$ cat config.mk
export PLATFORM = sky130hd
export DESIGN_NAME = truth_table_scanner
export DESIGN_NICKNAME = d
export VERILOG_FILES = /design/src/rtl/truth_table_scanner.sv
export SDC_FILE = /design/constraint.sdc
export NUM_CORES = 1
export LEC_CHECK = 0
export CORE_MARGIN = 2
export CORE_UTILIZATION = 30
export CTS_CLUSTER_SIZE = 16
export DETAILED_ROUTE_END_ITERATION = 10
export GPL_TIMING_DRIVEN = 0
export PLACE_DENSITY = 0.64
export SETUP_SLACK_MARGIN = 0.02
export SYNTH_ARGS = -nofsm -noshare
export SYNTH_HDL_FRONTEND = slang
export SYNTH_SLANG_ARGS = --single-unit
$ cat constraint.sdc
create_clock -name clk -period 3.49 [get_ports clk]
set_clock_uncertainty 0.2 [all_clocks]
set_input_delay 0.349 -clock clk [delete_from_list [all_inputs] [get_ports clk]]
set_output_delay 0.349 -clock clk [all_outputs]
set_load 0.05 [all_outputs]
$ cat src/rtl/truth_table_scanner.sv
// Truth-table scanner: holds a 2^N-entry function table, streams every pattern with
// its function value over a valid/ready port, counts ones, and offers single evaluation.
module truth_table_scanner #(
    parameter int          N        = 4,
    parameter logic [63:0] TT_RESET = 64'hAC3C
) (
    input  logic                clk,
    input  logic                rst_n,
    input  logic                load,
    input  logic [(1<<N)-1:0]   tt_data,
    input  logic                start,
    input  logic                abort,
    input  logic                out_ready,
    input  logic [N-1:0]        eval_vec,
    output logic                busy,
    output logic                out_valid,
    output logic [N-1:0]        out_vec,
    output logic                out_s,
    output logic [N:0]          ones_cnt,
    output logic                done,
    output logic                eval_s
);
    localparam int         W        = 1 << N;
    localparam logic [N:0] ONES_MAX = (N+1)'(W);

    localparam logic [1:0] IDLE  = 2'd0;
    localparam logic [1:0] SWEEP = 2'd1;
    localparam logic [1:0] DONE  = 2'd2;

    logic [1:0]   state_reg;
    logic [W-1:0] table_reg;
    logic [N-1:0] cnt_reg;
    logic [N:0]   ones_reg;
    logic         eval_s_reg;
    logic         accept;
    logic         last_beat;
    logic         cur_s;

    assign accept    = (state_reg == SWEEP) && out_ready;
    assign last_beat = (cnt_reg == {N{1'b1}});
    assign cur_s     = table_reg[cnt_reg];

    always_ff @(posedge clk or negedge rst_n) begin
        if (!rst_n) begin
            state_reg  <= IDLE;
            table_reg  <= TT_RESET[W-1:0];
            cnt_reg    <= '0;
            ones_reg   <= '0;
            eval_s_reg <= 1'b0;
        end else begin
            eval_s_reg <= table_reg[eval_vec];
            case (state_reg)
                IDLE: begin
                    // Loading and starting together: the next cycle already reads the new table.
                    if (load) table_reg <= tt_data;
                    if (start) begin
                        state_reg <= SWEEP;
                        cnt_reg   <= '0;
                        ones_reg  <= '0;
                    end
                end
                SWEEP: begin
                    if (accept) begin
                        cnt_reg <= cnt_reg + 1'b1;
                        if (cur_s && ones_reg != ONES_MAX) ones_reg <= ones_reg + 1'b1;
                    end
                    // An abort coinciding with the final beat still ends without a done pulse.
                    if (abort)
                        state_reg <= IDLE;
                    else if (accept && last_beat)
                        state_reg <= DONE;
                end
                DONE:    state_reg <= IDLE;
                default: state_reg <= IDLE;
            endcase
        end
    end

    assign busy      = (state_reg != IDLE);
    assign out_valid = (state_reg == SWEEP);
    assign out_vec   = (state_reg == SWEEP) ? cnt_reg : '0;
    assign out_s     = (state_reg == SWEEP) ? cur_s : 1'b0;
    assign ones_cnt  = ones_reg;
    assign done      = (state_reg == DONE);
    assign eval_s    = eval_s_reg;

endmodule

==> impl_metrics.toml, run 1 <==
[power_and_ir_drop]
p_leak_nw = 0.884
irDropWorstVdd_v = 0.000223
powerDensity_nw_per_um2 = 490
totalPowerFinal_mw = 1.04

[critical_path]
path_max_fanout = 9
required_ps = 2940
crit_path_start = "cnt_reg[2]"
crit_path_end_kind = "primary output"
endpoint = "out_s"
reg2reg_slack_ps = 1130
rr_startpoint = "ones_cnt[0]"
r2r-end = "ones_cnt[2]"
cp.arrival_ps = 2680
crit_type = "register to primary output"
cp-start-kind = "register"
reg2reg_depth = 7

[min_path]
hp-class = "register to register"
hp-start = "table_reg[0]"

[placed_design]
io_buffers = 39
dp.cells = 239
dp_slack_ps = 553
hpwlAfterDp_mm = 2.59
postPlaceCellArea_um2 = 2070
gp_congestion = 0.734

[detailed_routing]
met3_length_um = 114
drtPass1Iterations = 4
drtIter0Drc = 38
routed.top_layer = "met4"
vias = 1198
postRouteAntennaNets = 0
wirelength_mm = 3.37
vias_per_cell = 4.91
met1_length_mm = 1.49
wl_per_cell_um = 13.8
route.met2.wl_mm = 1.74
drc = 0

[logic_synthesis]
synth_edf_count = 0
ys_seq_area_share_pct = 44.5
synth_cells = 130
ys_warn_count = 0
synthFlopType = "dfrtp_1"
syn_area_um2 = 1600
async_flop_share_pct = 100
synth_fp_nets = 159
ys_types = 37
ys_ff_latch = 28
synth.avg_cell_area_um2 = 12.3

[floorplanning]
io_pins = 40
dieArea_um2 = 5920
core_area_um2 = 5110
initial_core_util_pct = 31.2
rows = 26
die_y_um = 76.9
die_x_um = 76.9

[final_layout]
multi_input_area_um2 = 812
n_fill_cell = 500
layout_common_cells = "38 x clkdlybuf4s50_1, 20 x dfrtp_1, 16 x mux2_2, 8 x inv_1, 8 x dfstp_2"
layout-drive-gt1-share_pct = 27.0
design_area_um2 = 2130
final_common_cell = "clkdlybuf4s50_1"
final_core_util_pct = 41.8
nets = 204
largest_register_ffs = 16
layout.cells.non_filler = 244
flow.area_growth_from_synthesis_pct = 33.7
seqCellArea_um2 = 711
diodes = 0

[cts]
cts_sinks = 28
htree_num_levels = 1
path_clk_slew_ps = 90
ctsResizeCount = 0
cts_buffers = 3
ctsRootBufferMaster = "clkbuf_8"
ctsHoldBuffers = 0
insertion_delay_ps = 270
cts_setup_buffers = 0
cts_tree = "yes"
clockBufferDepth = 2

[grt]
grtUsageTotal_pct = 11.9
overflow = 0
grt_pass1_wl_mm = 5.82
grt_max_degree = 29
grt_pass1_vias = 1233
grt_antenna_before_repair = 0

[sta]
finalHoldViolCount = 0
period_share_pct = 92.5
worst_pin_slew_ps = 642
fin_crit_ps = 3230
max_slew_margin_pct = 57.2
fin_hold_ws_ps = 356
fin_setup_tns_ps = 0
timing.final.ws_setup_ps = 262
rsz0062_at_grt = "false"
slew_viol_final = 0
finalSetupViolations = 0
timing.fmax_ghz = 0.310

[run]
max-cap-violations = 0

[outcome]
status = "complete, no violations"
logic make-up (layout without fill, tap and decap cells):
logic type | count (synthesis) | in the layout | share of synthesized area [%]
AO/OA/AOI/OAI | 21 | 21 | 10.7
XOR/XNOR | 1 | 1 | 0.549
adder cells (fa/ha/maj) | 3 | 3 | 2.35
buffers and inverters | 13 | 57 | 4.55
flip-flops | 28 | 28 | 44.5
multiplexers | 28 | 28 | 24.5
AND/OR/NAND/NOR | 36 | 36 | 12.7
worst min path at each step:
stage                                to  slack [ps]  cells after the start
after floorplan              cnt_reg[0]        -150                      0
after global placement    table_reg[12]         330                      1
after detailed placement  table_reg[12]         340                      1
after CTS                 table_reg[12]         360                      1
after global routing      table_reg[14]         370                      1
final                      table_reg[0]         360                      1
metal layers:
metal,vias to the layer above,global-route usage [%]
met5,-,0
met3,4,2.24
li1,565,-
met2,28,20.9
met1,601,15.2
met4,0,2.73
Yosys cell counts, types with 4 or more instances:
library cell,number,area share [%]
inv_1,8,1.9
nand3_1,4,1.3
mux2i_1,5,3.1
a21oi_1,4,1.3
nor2_1,6,1.4
nor3_1,4,1.3
nand2_1,6,1.4
mux2_2,16,11
dfrtp_1,20,31
o21ai_0,4,1.3
mux4_2,6,8.5
dfstp_2,8,13
worst max-delay path, stage by stage, from the launching register on:
cell and delay [ps]:
dfrtp_1 380, buf_6 130, and2_2 210, a221oi_1 460, o21ai_0 160, a21oi_1 220, clkdlybuf4s50_1 840
area by class of cell:
class | instances | share of cell area [%]
repair buffers | 40 | 18.5
inverters | 8 | 1.41
clock buffers | 4 | 2.58
multi-input cells | 89 | 38.1
flip-flops and latches | 28 | 33.3
well taps | 70 | 4.11
plain buffers | 5 | 1.99
power by group:
| group | internal (mW) | switching [mW] |
|---|---|---|
| clock network | 0.101 | 0.100 |
| logic | 0.191 | 0.194 |
| registers | 0.401 | 0.0572 |
No activity file was read; power rests on OpenSTA's default activity.
==> inputs of run 2 (changes only) <==
--- a/config.mk
+++ b/config.mk
@@ -6,11 +6,12 @@
 export NUM_CORES = 1
 export LEC_CHECK = 0
 export CORE_MARGIN = 2
-export CORE_UTILIZATION = 30
+export CORE_UTILIZATION = 52
 export CTS_CLUSTER_SIZE = 16
 export DETAILED_ROUTE_END_ITERATION = 10
 export GPL_TIMING_DRIVEN = 0
-export PLACE_DENSITY = 0.64
+export HOLD_SLACK_MARGIN = 0.1
+export PLACE_DENSITY = 0.95
 export SETUP_SLACK_MARGIN = 0.02
 export SYNTH_ARGS = -nofsm -noshare
 export SYNTH_HDL_FRONTEND = slang
==> run 2 against run 1 <==
Total power fell by 4.4%. Core utilization rose by 28 points. Sequential power fell by 0.9%. Design area fell by 3.2%. Highest routed layer unchanged.
==> impl_metrics.toml, run 2 (synthesized netlist as in run 1, its figures left out) <==
[outcome]
status = "complete, no violations"

[detailed_routing]
vias_per_cell = 5.77
vias = 1188
drtPass1Iterations = 4
wl_per_cell_um = 15.4
drc = 0
wirelength_mm = 3.17
postRouteAntennaNets = 0
drtIter0Drc = 61

[critical_path]
path_max_fanout = 9
crit_path_end_kind = "primary output"
crit_type = "register to primary output"
slowest_stage = "a221oi_1"
cp_top_family = "compound AO/OA/AOI/OAI gates"
slowest_delay_ps = 530
worstPathCellList = "buf_6 -> and2_2 -> a221oi_1 -> o21ai_0 -> a21oi_1 -> dlymetal6s2s_1"
critPathBufInv = 2
cp.arrival_ps = 2430
rr_startpoint = "ones_cnt[0]"
crit_path_start = "cnt_reg[2]"
required_ps = 2940
cp-start-kind = "register"

[sta]
finalSetupViolations = 0
slew_viol_final = 0
finalHoldViolCount = 0
worst_pin_slew_ps = 1200
fin_crit_ps = 2980
timing.fmax_ghz = 0.336
fin_setup_tns_ps = 0
rsz0062_at_grt = "false"
fin_hold_ws_ps = 355
period_share_pct = 85.2
max_slew_margin_pct = 19.9

[power_and_ir_drop]
intPower_mw = 0.655
pwr-share-comb_pct = 38.6
irDropWorstVdd_v = 0.000280
swShare_pct = 34.5
seq_power_share_pct = 45.4
powerDensity_nw_per_um2 = 484
p_leak_nw = 0.886
p_sw_mw = 0.344
clkPwrFrac_pct = 15.9

[cts]
insertion_delay_ps = 330
cts_tree = "yes"
cts_sinks = 28
cts_buffers = 3
ctsHoldBuffers = 0
ctsRootBufferMaster = "clkbuf_4"
clockBufferDepth = 2
path_clk_slew_ps = 150
htree_num_levels = 1
cts_setup_buffers = 0

[grt]
grt_max_degree = 29
overflow = 0
grtUsageTotal_pct = 21.0
grt_pass1_vias = 1240
grt_pass1_wl_mm = 5.60
grt_antenna_before_repair = 0

[final_layout]
final_core_util_pct = 69.4
largest_register_ffs = 16
layout-drive-gt1-share_pct = 26.6
layout_common_cells = "38 x clkdlybuf4s50_1, 20 x dfrtp_1, 16 x mux2_2, 8 x inv_1, 8 x dfstp_2"
diodes = 0
final_common_cell = "clkdlybuf4s50_1"
flow.area_growth_from_synthesis_pct = 29.5
nets = 203
n_fill_cell = 224

[placed_design]
gp_congestion = 0.823
hpwlAfterDp_mm = 2.59
io_buffers = 39

[min_path]
hp-start = "table_reg[6]"
hp-class = "register to register"

[floorplanning]
initial_core_util_pct = 53.6
rows = 20
dieArea_um2 = 3530
die_y_um = 59.4
die_x_um = 59.4
core_area_um2 = 2980
io_pins = 40

[run]
max-cap-violations = 0
-- run 2: metrics by stage --
stage	area [µm²]	std cells	worst slack (ps)	power, mW
floorplan	1600	130	901	0.718
global placement	2030	202	618	0.833
detailed placement	2030	202	483	0.851
CTS	2060	206	88.0	1.01
global route	2070	206	355	1.06
finish	2070	206	515	0.999
-- run 2: worst paths after layout --
| path | to | slack [ps] | depth (start not counted) |
|---|---|---|---|
| worst min register to register | table_reg[6] | 360 | 1 |
| worst max register to register | ones_cnt[2] | 1070 | 7 |
| max in group asynchronous | table_reg[6] | 1940 | 1 |
| worst max-delay path | out_s | 510 | 6 |
| worst min-delay path | table_reg[6] | 360 | 1 |
| min in group asynchronous | table_reg[14] | 430 | 1 |
-- run 2: timing repair --
item | CTS | global route
endpoints found under the hold margin | 0 | 0
gates resized for setup | 0 | 1
endpoints found under the setup margin | 0 | 1
-- run 2: power by group through the flow --
| stage | sequential [mW] | clock [mW] | combinational (mW) |
|---|---|---|---|
| 6_report | 0.454 | 0.159 | 0.386 |
| 5_1_grt | 0.465 | 0.181 | 0.417 |
| 2_1_floorplan | 0.482 | 0 | 0.237 |
| 3_5_place_dp | 0.461 | 0 | 0.390 |
| 3_3_place_gp | 0.458 | 0 | 0.375 |
| 4_1_cts | 0.455 | 0.164 | 0.390 |
-- run 2: cell type report --
cell class	instances	area, µm²	area share (%)
Tap cell	33	41.3	2.00
Inverter	8	30.0	1.45
Clock buffer	4	36.3	1.76
Multi-Input combinational cell	89	812	39.3
Timing Repair Buffer	39	393	19.0
Buffer	5	42.5	2.06
Sequential cell	28	711	34.4
-- run 2: layer usage --
metal / GRT usage [%] / vias up / part of all wire, %
met5: 0 / - / 0
met4: 4.87 / 0 / 0.66
met3: 2.40 / 3 / 4.4
met2: 37.7 / 38 / 55
met1: 26.9 / 577 / 40
li1: - / 570 / -
